==> src/rtl/logic_basic_queue_control.sv <==
// Ready/valid queue controller driving an external registered-read memory plus a one-entry
// output stage. Define LOGIC_BASIC_QUEUE_CONTROL_LEVEL_EN to get a registered occupancy count.
module logic_basic_queue_control #(
  parameter int unsigned DATA_WIDTH    = 1,
  parameter int unsigned ADDRESS_WIDTH = 1
) (
  input  logic                     aclk,
  input  logic                     areset_n,
  input  logic                     rx_tvalid,
  output logic                     rx_tready,
  input  logic [DATA_WIDTH-1:0]    rx_tdata,
  output logic                     tx_tvalid,
  input  logic                     tx_tready,
  output logic [DATA_WIDTH-1:0]    tx_tdata,
  output logic                     write_enable,
  output logic [DATA_WIDTH-1:0]    write_data,
  output logic [ADDRESS_WIDTH-1:0] write_pointer,
  output logic                     read_enable,
  output logic [ADDRESS_WIDTH-1:0] read_pointer,
  input  logic [DATA_WIDTH-1:0]    read_data,
  output logic [ADDRESS_WIDTH:0]   level
);

  localparam int unsigned PtrWidth = ADDRESS_WIDTH + 1;

  logic [PtrWidth-1:0] wr_ptr_q, wr_ptr_d;
  logic [PtrWidth-1:0] rd_ptr_q, rd_ptr_d;
  logic                rx_tready_q, rx_tready_d;
  logic                tx_tvalid_q, tx_tvalid_d;
  logic                empty;
  logic                full_next;

  always_comb begin
    empty        = (wr_ptr_q == rd_ptr_q);
    write_enable = rx_tvalid && rx_tready_q;
    // Refill the output stage whenever it is empty or being drained this cycle.
    read_enable  = !empty && (!tx_tvalid_q || tx_tready);

    wr_ptr_d = wr_ptr_q + {{ADDRESS_WIDTH{1'b0}}, write_enable};
    rd_ptr_d = rd_ptr_q + {{ADDRESS_WIDTH{1'b0}}, read_enable};

    full_next   = (wr_ptr_d[ADDRESS_WIDTH-1:0] == rd_ptr_d[ADDRESS_WIDTH-1:0]) &&
                  (wr_ptr_d[ADDRESS_WIDTH] != rd_ptr_d[ADDRESS_WIDTH]);
    rx_tready_d = !full_next;

    tx_tvalid_d = tx_tvalid_q;
    if (read_enable) begin
      tx_tvalid_d = 1'b1;
    end else if (tx_tready) begin
      tx_tvalid_d = 1'b0;
    end
  end

  always_ff @(posedge aclk or negedge areset_n) begin
    if (!areset_n) begin
      wr_ptr_q    <= '0;
      rd_ptr_q    <= '0;
      rx_tready_q <= 1'b0;
      tx_tvalid_q <= 1'b0;
    end else begin
      wr_ptr_q    <= wr_ptr_d;
      rd_ptr_q    <= rd_ptr_d;
      rx_tready_q <= rx_tready_d;
      tx_tvalid_q <= tx_tvalid_d;
    end
  end

  assign rx_tready     = rx_tready_q;
  assign tx_tvalid     = tx_tvalid_q;
  assign tx_tdata      = read_data;
  assign write_data    = rx_tdata;
  assign write_pointer = wr_ptr_q[ADDRESS_WIDTH-1:0];
  assign read_pointer  = rd_ptr_q[ADDRESS_WIDTH-1:0];

`ifdef LOGIC_BASIC_QUEUE_CONTROL_LEVEL_EN
  logic [PtrWidth-1:0] level_q, level_d;

  // Memory occupancy plus the output stage, taken from next-state values so it stays registered.
  always_comb begin
    level_d = (wr_ptr_d - rd_ptr_d) + {{ADDRESS_WIDTH{1'b0}}, tx_tvalid_d};
  end

  always_ff @(posedge aclk or negedge areset_n) begin
    if (!areset_n) begin
      level_q <= '0;
    end else begin
      level_q <= level_d;
    end
  end

  assign level = level_q;
`else
  assign level = '0;
`endif

endmodule

==> config.mk <==
export PLATFORM = sky130hd
export DESIGN_NAME = logic_basic_queue_control
export DESIGN_NICKNAME = d
export VERILOG_FILES = /design/src/rtl/logic_basic_queue_control.sv
export SDC_FILE = /design/constraint.sdc
export NUM_CORES = 1
export LEC_CHECK = 0
export ABC_AREA = 1
export CORE_AREA = 3 3 40 42
export DETAILED_ROUTE_END_ITERATION = 10
export DIE_AREA = 0 0 43 45
export MAX_ROUTING_LAYER = met4
export SLEW_MARGIN = 10
export SYNTH_ARGS = -nofsm -noshare
export SYNTH_HDL_FRONTEND = slang
export SYNTH_SLANG_ARGS = --single-unit
==> constraint.sdc <==
create_clock -name aclk -period 2.8 [get_ports aclk]
set_input_delay 0.84 -clock aclk [delete_from_list [all_inputs] [get_ports aclk]]
set_output_delay 0.84 -clock aclk [all_outputs]
set_load 0.03 [all_outputs]
==> flow_summary.yaml <==
cts:
  max-clock-path-buffers: 2
  htree_levels: 1
  clkTransAtPathRegs_ns: 0.04
  hold_buffers: 0
  cts_post_setup_buffers_inserted: 0
  numCtsBuffers: 3
  cts-resized-gates: 0
  worst_skew_pair.late_latency_ns: 0.24
  clock_sinks: 6
  tritoncts_clock_tree: "yes"
  clk_root_buffer_cell: "sky130_fd_sc_hd__clkbuf_4"
critical_path:
  critical_path_data_required_time_ns: 1.96
  regToRegStartpoint: "wr_ptr_q[1]"
  critPathMaxFanout: 2
  logic_depth_of_the_worst_setup_path_including_buffers: 4
  worst_path_most_repeated_cell: "sky130_fd_sc_hd__nor2_1"
  critical_path.max_stage_delay_ns: 0.45
  r2r_slack_ns: 1.34
  worst_setup_path_end_kind: "primary output"
  r2r_end: "rx_tready"
  critical_path.n_buffers_inverters: 2
  critical_path.top_delay_family: "buffers and inverters"
  worstSetupStartpointType: "input port"
  timing.critical_path.arrival_ns: 1.65
  critical_path_class: "input port to primary output"
  startpoint: "tx_tready"
  worstPathCellList: "clkdlybuf4s50_1, nor2_1, nor2_1, buf_4"
  timing.critical_path.slowest_stage_cell: "sky130_fd_sc_hd__clkdlybuf4s50_1"
  crit_path_end: "read_enable"
  rr_worst_depth: 8
route:
  drtPass1Iterations: 4
  post_drt_via_cell_ratio: 3.849
  routed-via-count: 281
  drt_drc_violations_left: 0
  routed_wire_length_per_instance_um: 8.890
  drt_iter0_drc: 3
  ant_nets: 0
  postRouteWirelength_um: 649
finish:
  area_growth_syn_to_layout_pct: 28.37
  num_antenna_cells: 0
  final_util_pct: 35.25
  layout.filler_cells: 138
  final_design_area_no_fill_um2: 452.9
  layout.nets: 68
  instances_no_fill: 73
  ratio_of_cells_with_drive_above_1_in_the_final_layout_pct: 13.79
yosys:
  post-synth-top-count-cell: "sky130_fd_sc_hd__nand2_1"
  yosys.area.top_type: "sky130_fd_sc_hd__dfrtp_1"
  synth.ff_latch_count: 6
  post_synth.cell_area_avg_um2: 7.201
  synth_area_leaders: "sky130_fd_sc_hd__dfrtp_1 (43%), sky130_fd_sc_hd__nand2_1 (23%), sky130_fd_sc_hd__buf_4 (8.5%)"
  ys.flop_type: "sky130_fd_sc_hd__dfrtp_1"
  post_synth_edffs: 0
  mappedNetlistArea_um2: 352.8
  distinct_cell_type_count_after_synthesis: 11
  yosysWarnings: 0
  most_frequent_cells_after_synthesis: "sky130_fd_sc_hd__nand2_1 (22), sky130_fd_sc_hd__inv_1 (7), sky130_fd_sc_hd__dfrtp_1 (6)"
  yosys_top_cell_area_share_pct: 42.55
  portion_of_the_post_synthesis_area_used_by_sequential_elements_pct: 42.55
  synth_async_sr_flop_share_pct: 100.0
  gate_count_post_synth: 49
place:
  gp_congestion: 0.6903
  dp_hpwl_um: 561.8
  dpl.cell_count: 70
  post-place-ws_ns: 0.2962
  portBuffers: 9
  placedInstanceArea_um2: 430.4
power:
  comb_power_share_pct: 61.0
  power.share.sequential_pct: 26.6
  power.ir.vdd_worst_uv: 628.7
  p_per_area_mw_per_mm2: 1402
  power.share.switching_pct: 46.89
  leakage_component_of_the_power_nw: 0.2544
  net_switching_uw: 297.7
  clock_power_share_pct: 12.4
  internal_power_component_uw: 337.2
run_status:
  outcome: "complete, no violations"
global_routing:
  antenna_violations_before_repair: 0
  grt.overflow.total: 0
  first_pass_grt_wire_length_mm: 1.152
  grt_max_degree: 7
  gr-usage-all-layers_pct: 8.722
  first_global_vias: 291
sta:
  setup_tns_ns: 0
  clock.fmax_mhz: 400.9
  fin_crit_sh_pct: 89.09
  slew_violations: 0
  layout_setup_ws_ns: 0.3054
  hold_viol: 0
  finClkSkew_ns: 0.0006256
  final-setup-viol-count: 0
  finalWorstPathRequiredPeriod_ns: 2.495
  unrepaired_setup_endpoints_after_global_routing: "no"
floorplan:
  die_width_um: 43
  fp.dieArea_mm2: 0.001935
  num_io_pins: 16
  start_util_pct: 27.46
  placeableCoreArea_mm2: 0.001285
  die_h_um: 45
  rows: 13
min_path:
  hp-class: "flop to flop"
flow_run:
  cap_violations: 0
worst min path at each step:
stage,cells past startpoint,to,slack (ns),from
2_1_floorplan,2,wr_ptr_q[1],0.52,wr_ptr_q[1]
3_3_place_gp,2,wr_ptr_q[1],0.55,wr_ptr_q[1]
3_5_place_dp,2,wr_ptr_q[1],0.56,wr_ptr_q[1]
4_1_cts,2,wr_ptr_q[1],0.57,wr_ptr_q[1]
5_1_grt,1,wr_ptr_q[0],0.63,wr_ptr_q[0]
6_report,2,wr_ptr_q[1],0.57,wr_ptr_q[1]
sequential cells by signal (all words and copies together), names as in the netlist:
name and cells:
rd_ptr_q 2, rx_tready 1, tx_tvalid 1, wr_ptr_q 2
routing by layer:
layer / vias up / wire length [um] / track usage (%)
li1: 153 / - / -
met1: 121 / 268 / 8.600
met2: 5 / 345 / 14.07
met3: 2 / 18 / 1.594
met4: 0 / 17 / 9.036
met5: - / 0 / -
kinds of logic (layout without fill, tap and decap cells):
kind of cell	Yosys count	after routing	synth area share, %
simple gates	26	26	28.72
xor+xnor	1	1	2.483
flops	6	6	42.55
other cells	1	2	1.063
fa+ha+maj	2	2	7.091
buf+inv	13	21	18.09
metrics by stage:
| stage | hold slack [ns] | power (mW) |
|---|---|---|
| 2_1_floorplan | 0.5208 | 0.4465 |
| 3_3_place_gp | 0.5523 | 0.5597 |
| 3_5_place_dp | 0.5643 | 0.5676 |
| 4_1_cts | 0.5747 | 0.6514 |
| 5_1_grt | 0.6268 | 0.6991 |
| 6_report | 0.5736 | 0.6349 |
worst min-delay path: cells and delay by family, from the launching register on:
family / cells / cell delay, ns
simple gates: 2 / 0.13
flops: 1 / 0.40
final cells by class:
cell class | count | area [um^2] | area share [%]
sequential | 6 | 150.1 | 33.15
multi-input combinational | 31 | 142.6 | 31.49
timing repair buffer | 9 | 85.08 | 18.78
inverter | 9 | 33.78 | 7.459
clock buffer | 3 | 22.52 | 4.972
tap | 15 | 18.77 | 4.144
layout by cell type, fill, tap and decap left out:
cell type,instances
sky130_fd_sc_hd__nand2_1,22
sky130_fd_sc_hd__inv_1,7
sky130_fd_sc_hd__clkdlybuf4s50_1,7
sky130_fd_sc_hd__dfrtp_1,6
sky130_fd_sc_hd__clkbuf_4,3
sky130_fd_sc_hd__nor2_1,2
sky130_fd_sc_hd__inv_2,2
sky130_fd_sc_hd__ha_1,2
sky130_fd_sc_hd__conb_1,2
sky130_fd_sc_hd__buf_4,2
sky130_fd_sc_hd__nor2_2,1
sky130_fd_sc_hd__xnor2_1,1
sky130_fd_sc_hd__nand3_1,1
power groups by stage:
stage	clock network [mW]	registers, mW	logic, mW
after global routing	0.0888	0.175	0.435
after floorplan	0	0.217	0.229
after global placement	0	0.168	0.392
after CTS	0.0849	0.169	0.397
after detailed placement	0	0.171	0.396
final	0.0788	0.169	0.387
No activity file was read; power rests on OpenSTA's default activity.
